<file path="src/rtl/sid_seq_pkg.sv">
`default_nettype none
// +----------------------------------------------------------------------------+
// | sid_seq_pkg                                                                |
// | Shared opcodes, FSM states and command layout for the SID write sequencer. |
// | Revision: 1.0                                                              |
// +----------------------------------------------------------------------------+
package sid_seq_pkg;

    localparam logic OP_WRITE = 1'b0;
    localparam logic OP_WAIT  = 1'b1;

    localparam int DEF_VOICE_W = 2;
    localparam int DEF_ADDR_W  = 3;
    localparam int DEF_PAY_W   = 24;

    typedef enum logic [2:0] {
        ST_IDLE   = 3'd0,
        ST_SETUP  = 3'd1,
        ST_STROBE = 3'd2,
        ST_HOLD   = 3'd3,
        ST_WAIT   = 3'd4
    } seq_state_t;

    // Command word layout for the default configuration, as seen by host shims.
    typedef struct packed {
        logic                   op;
        logic [DEF_VOICE_W-1:0] voice;
        logic [DEF_ADDR_W-1:0]  addr;
        logic [DEF_PAY_W-1:0]   payload;
    } sid_cmd_t;

    function automatic int cnt_w(input int n);
        return $clog2(n) + 1;
    endfunction

endpackage
`default_nettype wire

</file>
<file path="src/rtl/sid_seq_fifo.sv">
`default_nettype none
// +----------------------------------------------------------------------------+
// | sid_seq_fifo                                                               |
// | Synchronous show-ahead command FIFO with flush; head visible on rd_data.  |
// | Revision: 1.0                                                              |
// +----------------------------------------------------------------------------+
module sid_seq_fifo #(
    parameter int DEPTH = 8,
    parameter int WIDTH = 30
) (
    input  logic             clk,
    input  logic             rst_n,
    input  logic             push,
    input  logic             pop,
    input  logic             flush,
    input  logic [WIDTH-1:0] wr_data,
    output logic [WIDTH-1:0] rd_data,
    output logic             full,
    output logic             empty
);

    localparam int C_AW = $clog2(DEPTH);
    localparam int C_CW = C_AW + 1;
    localparam logic [C_CW-1:0] C_FULL    = C_CW'(DEPTH);
    localparam logic [C_CW-1:0] C_CNT_ONE = C_CW'(1);
    localparam logic [C_AW-1:0] C_PTR_ONE = C_AW'(1);

    logic [WIDTH-1:0] r_mem [DEPTH];
    logic [C_AW-1:0]  r_wr_ptr;
    logic [C_AW-1:0]  r_rd_ptr;
    logic [C_CW-1:0]  r_count;
    logic             w_do_push;
    logic             w_do_pop;

    assign full    = (r_count == C_FULL);
    assign empty   = (r_count == '0);
    assign rd_data = r_mem[r_rd_ptr];

    // A pop frees the head slot, so a push is still accepted on a full FIFO.
    assign w_do_pop  = pop && !empty && !flush;
    assign w_do_push = push && !flush && (!full || w_do_pop);

    always_ff @(posedge clk) begin
        if (w_do_push) begin
            r_mem[r_wr_ptr] <= wr_data;
        end
    end

    always_ff @(posedge clk or negedge rst_n) begin
        if (!rst_n) begin
            r_wr_ptr <= '0;
            r_rd_ptr <= '0;
            r_count  <= '0;
        end else if (flush) begin
            r_wr_ptr <= '0;
            r_rd_ptr <= '0;
            r_count  <= '0;
        end else begin
            if (w_do_push) begin
                r_wr_ptr <= r_wr_ptr + C_PTR_ONE;
            end
            if (w_do_pop) begin
                r_rd_ptr <= r_rd_ptr + C_PTR_ONE;
            end
            case ({w_do_push, w_do_pop})
                2'b10:   r_count <= r_count + C_CNT_ONE;
                2'b01:   r_count <= r_count - C_CNT_ONE;
                default: r_count <= r_count;
            endcase
        end
    end

endmodule
`default_nettype wire

</file>
<file path="src/rtl/sid_write_sequencer.sv">
`default_nettype none
// +----------------------------------------------------------------------------+
// | sid_write_sequencer                                                        |
// | Replays queued timed register writes and waits onto the SID write port.   |
// | Revision: 1.0                                                              |
// +----------------------------------------------------------------------------+
module sid_write_sequencer
    import sid_seq_pkg::*;
#(
    parameter int VOICE_W    = 2,
    parameter int ADDR_W     = 3,
    parameter int DATA_W     = 8,
    parameter int PAY_W      = 24,
    parameter int DEPTH      = 8,
    parameter int SETUP_CYC  = 1,
    parameter int STROBE_CYC = 2,
    parameter int HOLD_CYC   = 1
) (
    input  logic               clk,
    input  logic               rst_n,
    input  logic               cmd_valid,
    output logic               cmd_ready,
    input  logic               cmd_op,
    input  logic [VOICE_W-1:0] cmd_voice,
    input  logic [ADDR_W-1:0]  cmd_addr,
    input  logic [PAY_W-1:0]   cmd_payload,
    input  logic               run,
    input  logic               abort,
    output logic [VOICE_W-1:0] bus_voice,
    output logic [ADDR_W-1:0]  bus_addr,
    output logic [DATA_W-1:0]  bus_data,
    output logic               bus_we,
    output logic               cmd_done,
    output logic               idle,
    output logic               overflow
);

    typedef struct packed {
        logic               op;
        logic [VOICE_W-1:0] voice;
        logic [ADDR_W-1:0]  addr;
        logic [PAY_W-1:0]   payload;
    } cmd_t;

    // One phase counter serves SETUP/STROBE/HOLD, sized for the longest phase.
    localparam int C_SETUP_W  = cnt_w(SETUP_CYC);
    localparam int C_STROBE_W = cnt_w(STROBE_CYC);
    localparam int C_HOLD_W   = cnt_w(HOLD_CYC);
    localparam int C_SS_W     = (C_SETUP_W > C_STROBE_W) ? C_SETUP_W : C_STROBE_W;
    localparam int C_PH_W     = (C_SS_W > C_HOLD_W) ? C_SS_W : C_HOLD_W;

    localparam logic [C_PH_W-1:0] C_SETUP_LD  = C_PH_W'(SETUP_CYC);
    localparam logic [C_PH_W-1:0] C_STROBE_LD = C_PH_W'(STROBE_CYC);
    localparam logic [C_PH_W-1:0] C_HOLD_LD   = C_PH_W'(HOLD_CYC);
    localparam logic [C_PH_W-1:0] C_PH_ONE    = C_PH_W'(1);
    localparam logic [PAY_W-1:0]  C_WAIT_ONE  = PAY_W'(1);

    cmd_t               w_cmd_in;
    cmd_t               w_head;
    logic               w_full;
    logic               w_empty;
    logic               w_push;
    logic               w_pop;

    seq_state_t         r_state;
    logic [C_PH_W-1:0]  r_ph_cnt;
    logic [PAY_W-1:0]   r_wait_cnt;
    logic [VOICE_W-1:0] r_bus_voice;
    logic [ADDR_W-1:0]  r_bus_addr;
    logic [DATA_W-1:0]  r_bus_data;
    logic               r_bus_we;
    logic               r_done;
    logic               r_overflow;

    assign w_cmd_in  = {cmd_op, cmd_voice, cmd_addr, cmd_payload};
    assign cmd_ready = !w_full;
    assign w_push    = cmd_valid && !w_full && !abort;
    assign w_pop     = (r_state == ST_IDLE) && run && !w_empty && !abort;

    sid_seq_fifo #(
        .DEPTH (DEPTH),
        .WIDTH ($bits(cmd_t))
    ) u_fifo (
        .clk     (clk),
        .rst_n   (rst_n),
        .push    (w_push),
        .pop     (w_pop),
        .flush   (abort),
        .wr_data (w_cmd_in),
        .rd_data (w_head),
        .full    (w_full),
        .empty   (w_empty)
    );

    always_ff @(posedge clk or negedge rst_n) begin
        if (!rst_n) begin
            r_state     <= ST_IDLE;
            r_ph_cnt    <= '0;
            r_wait_cnt  <= '0;
            r_bus_voice <= '0;
            r_bus_addr  <= '0;
            r_bus_data  <= '0;
            r_bus_we    <= 1'b0;
            r_done      <= 1'b0;
            r_overflow  <= 1'b0;
        end else if (abort) begin
            // Bus address/data deliberately keep their last driven values.
            r_state    <= ST_IDLE;
            r_ph_cnt   <= '0;
            r_wait_cnt <= '0;
            r_bus_we   <= 1'b0;
            r_done     <= 1'b0;
            r_overflow <= 1'b0;
        end else begin
            r_done <= 1'b0;
            if (cmd_valid && w_full) begin
                r_overflow <= 1'b1;
            end
            case (r_state)
                ST_IDLE: begin
                    if (w_pop) begin
                        if (w_head.op == OP_WRITE) begin
                            r_bus_voice <= w_head.voice;
                            r_bus_addr  <= w_head.addr;
                            r_bus_data  <= w_head.payload[DATA_W-1:0];
                            r_ph_cnt    <= C_SETUP_LD;
                            r_state     <= ST_SETUP;
                        end else if (w_head.payload != '0) begin
                            r_wait_cnt <= w_head.payload;
                            r_state    <= ST_WAIT;
                        end else begin
                            r_done <= 1'b1;
                        end
                    end
                end
                ST_SETUP: begin
                    if (r_ph_cnt == C_PH_ONE) begin
                        r_ph_cnt <= C_STROBE_LD;
                        r_bus_we <= 1'b1;
                        r_state  <= ST_STROBE;
                    end else begin
                        r_ph_cnt <= r_ph_cnt - C_PH_ONE;
                    end
                end
                ST_STROBE: begin
                    if (r_ph_cnt == C_PH_ONE) begin
                        r_ph_cnt <= C_HOLD_LD;
                        r_bus_we <= 1'b0;
                        r_state  <= ST_HOLD;
                    end else begin
                        r_ph_cnt <= r_ph_cnt - C_PH_ONE;
                    end
                end
                ST_HOLD: begin
                    if (r_ph_cnt == C_PH_ONE) begin
                        r_ph_cnt <= '0;
                        r_done   <= 1'b1;
                        r_state  <= ST_IDLE;
                    end else begin
                        r_ph_cnt <= r_ph_cnt - C_PH_ONE;
                    end
                end
                ST_WAIT: begin
                    r_wait_cnt <= r_wait_cnt - C_WAIT_ONE;
                    if (r_wait_cnt == C_WAIT_ONE) begin
                        r_done  <= 1'b1;
                        r_state <= ST_IDLE;
                    end
                end
                default: begin
                    r_state <= ST_IDLE;
                end
            endcase
        end
    end

    assign bus_voice = r_bus_voice;
    assign bus_addr  = r_bus_addr;
    assign bus_data  = r_bus_data;
    assign bus_we    = r_bus_we;
    assign cmd_done  = r_done;
    assign overflow  = r_overflow;
    assign idle      = (r_state == ST_IDLE) && w_empty;

endmodule
`default_nettype wire
</file>
<file path="config.mk">
export PLATFORM = sky130hd
export DESIGN_NAME = sid_write_sequencer
export DESIGN_NICKNAME = d
export VERILOG_FILES = /design/src/rtl/sid_seq_pkg.sv /design/src/rtl/sid_seq_fifo.sv /design/src/rtl/sid_write_sequencer.sv
export SDC_FILE = /design/constraint.sdc
export NUM_CORES = 1
export LEC_CHECK = 0
export CORE_ASPECT_RATIO = 1.1
export CORE_UTILIZATION = 55
export CTS_BUF_LIST = sky130_fd_sc_hd__clkbuf_4
export DETAILED_ROUTE_END_ITERATION = 6
export PLACE_DENSITY_LB_ADDON = 0.1
export RECOVER_POWER = 100
export SKIP_CTS_REPAIR_TIMING = 1
export SLEW_MARGIN = 20
export SYNTH_ARGS = -nofsm -noshare
export SYNTH_HDL_FRONTEND = slang
export SYNTH_SLANG_ARGS = --single-unit
</file>
<file path="constraint.sdc">
create_clock -name clk -period 5.3 [get_ports clk]
set_input_delay 1.06 -clock clk [delete_from_list [all_inputs] [get_ports clk]]
set_output_delay 1.06 -clock clk [all_outputs]
set_load 0.005 [all_outputs]
</file>
==> impl_metrics.tcl <==
set metrics [dict create \
    outcome "complete, but fails checks" \
    violations "capacitance limit, slew limit" \
    cts_max_path_buffers 3 \
    cap_violations 6 \
    cp_data_required_time_ns 5.64 \
    powerDensity_nw_per_um2 424 \
    final_nets 921 \
    dr.pass1.iters 5 \
    fin_area_um2 14200 \
    clk_latency_ns 0.68 \
    ios 53 \
    cts-root-buf "clkbuf_4" \
    crit-reg2reg-launch "u_fifo.r_rd_ptr[0]" \
    rows 57 \
    path_cells "dlygate4sd3_1 -> clkbuf_1 -> nor2_1 -> nand2_1 -> nor2_1 -> buf_16" \
    core_area_um2 22200 \
    avgSynthCellArea_um2 16.1 \
    synthArstFlopShare_pct 18.6 \
    cts.sinks 295 \
    worstMarginPinSlew_ns 3.09 \
    peakVddDrop_mv 0.216 \
    initial_core_util_pct 56.1 \
    hold_depth 2 \
    r2r_end "r_wait_cnt[22]" \
    end_kind "register" \
    wl_per_cell_um 22.5 \
    dp.final_hpwl_um 17400 \
    path_max_fanout 51 \
    overflow 0 \
    hold_path_class "register to register" \
    ys_seq_area_share_pct 68.9 \
    synth_seq_cells 295 \
    fin_crit_sh_pct 85.8 \
    hp-start "bus_addr[2]" \
    htreeDepth 3 \
    rsz0062_at_grt "no" \
    yosys_most_used_dff "edfxtp_1" \
    crit_type "input pin to register" \
    min_period_ns 4.55 \
    drive_gt1_share_pct 22.4 \
    synthesis.nets 816 \
    grt_pass1_vias 7860 \
    cts_made_buffers 75 \
    path_clk_slew_ns 0.07 \
    syn2layout_area_growth_pct 14.4 \
    grt_pass1_wl_um 43800 \
    hold_violations 0 \
    synth_area_um2 12400 \
    port_buffers 52 \
    dpl-instance-area_um2 13400 \
    place_congestion 0.904 \
    vias_per_cell 6.10 \
    syn_inst 772 \
    holdPathEnd "bus_addr[2]" \
    vias 7457 \
    cts_tree "built" \
    slowest_stage "nor2_1" \
    grt_use_total_pct 25.0 \
    power_w 0.00603 \
    setup-violations-final 0 \
    die_area_um2 23200 \
    fmax_ghz 0.220 \
    drv_slew 149 \
    finalSetupTns_ns 0 \
    ant_nets 0 \
    start_kind "input pin" \
    worstRegToRegCells 9 \
    ys_warn_count 0 \
    leakage_nw 4.93 \
    max-slew-margin-rel_pct -106 \
    drt_iter0_drc 611 \
    worstPathArrival_ns 4.89 \
    wl_um 27500 \
    skew_ns 0.0359 \
    dp.cells 1095 \
    instances_no_fill 1223 \
    die_h_um 160 \
    cpPeakStageDelay_ns 1.71 \
    die_w_um 145 \
    drc 0 \
    synthDistinctLibCells 59 \
    grt_max_degree 56 \
    cp_common_cell "nor2_1" \
    r2r_setup_slack_ns 0.97 \
    synth_edf_count 240 \
    antenna_found_initial 2 \
]
worst max-delay path by stage:
stage | startpoint | end | slack [ns]
detailed placement | u_fifo.r_rd_ptr[1] | r_wait_cnt[23] | 1.22
floorplan | abort | u_fifo.r_mem[0][0] | 1.10
global route | abort | u_fifo.r_mem[7][23] | 0.53
CTS | u_fifo.r_rd_ptr[1] | r_wait_cnt[23] | 1.21
finish | abort | u_fifo.r_mem[7][23] | 0.75
global placement | u_fifo.r_rd_ptr[1] | r_wait_cnt[23] | 1.21
metrics by stage:
stage                     hold slack (ns)  util (%)  setup WS [ns]
after floorplan                     0.473         -           1.10
after global placement              0.466      60.0           1.21
after detailed placement            0.471      60.3           1.22
after CTS                           0.484      64.5           1.21
after global routing                0.511      64.2          0.530
final                               0.476      64.2          0.750
cell type report:
| type | instances | area [um2] |
|---|---|---|
| Sequential cell | 295 | 8590 |
| Fill cell | 1656 | 7930 |
| Multi-Input combinational cell | 425 | 3630 |
| Clock buffer | 109 | 818 |
| Timing Repair Buffer | 70 | 687 |
| Tap cell | 295 | 369 |
| Clock inverter | 17 | 113 |
| Inverter | 10 | 37.5 |
| Antenna cell | 2 | 5.00 |
worst max-delay path: cells and delay by family:
family                 cells  cell delay (ns)
and+or+nand+nor            3             2.16
buffers and inverters      3             1.65
placed cells by master (no fill, tap or decap), types with 3 or more instances in the layout:
cell type,instances
a21oi_1,25
a221o_1,3
a31oi_1,8
and2_1,3
and4_1,3
buf_4,6
clkbuf_1,7
clkbuf_4,109
clkinv_1,11
dfrtp_1,53
dlygate4sd3_1,49
edfxtp_1,240
ha_1,9
inv_1,9
mux2_2,9
mux2i_1,23
mux4_2,60
nand2_1,58
nand2b_1,7
nand3_1,15
nand3b_1,12
nor2_1,54
nor3_1,23
nor4_1,13
o21ai_0,22
o221ai_1,9
o31ai_1,5
o32ai_1,8
or4_1,6
xnor2_1,5
xor2_1,4
power breakdown:
| group | internal (W) | switching [W] | total [W] |
|---|---|---|---|
| sequential | 0.00268 | 0.000194 | 0.00288 |
| combinational | 0.000529 | 0.000756 | 0.00128 |
| clock | 0.000994 | 0.000881 | 0.00187 |
| total | 0.00420 | 0.00183 | 0.00603 |
cell families (layout without fill, tap and decap cells):
family                     after synthesis  after routing  share of synthesized area (%)
buffers and inverters                   52            206                           2.01
AOI/OAI and AO/OA                      103            103                           5.59
and+or+nand+nor                        211            211                           8.28
muxes                                   93             93                           13.6
DFF                                    295            295                           68.9
adders and majority gates                9              9                          0.905
other                                    0              2                              0
xor gates and xnor gates                 9              9                          0.633
per-layer routing:
layer / track usage, % / vias up / share of wire [%]
met5: 0 / - / 0
met1: 33.9 / 3765 / 42
met2: 40.0 / 312 / 49
li1: - / 3330 / -
met4: 9.57 / 0 / 2.4
met3: 5.60 / 50 / 7.2
synthesized netlist by cell type (13+ instances only):
cell type  count  area, um2
edfxtp_1     240       7210
mux4_2        60       1350
nand2_1       58        218
nor2_1        56        210
dfrtp_1       55       1380
a21oi_1       25        125
nor3_1        24        120
mux2i_1       23        230
clkbuf_1      22       82.6
o21ai_0       22        110
nand3_1       15       75.1
nor4_1        13       81.3
state kept, by name, summed over array words and instances (netlist names):
name and cells:
u_fifo.r_mem 240, r_wait_cnt 24, bus_data 8, u_fifo.r_count 4, bus_addr 3, r_state 3, u_fifo.r_rd_ptr 3, u_fifo.r_wr_ptr 3
bus_voice 2, r_ph_cnt 2, bus_we 1, cmd_done 1, overflow 1
Note: power is estimated with default switching activity, not from simulation.
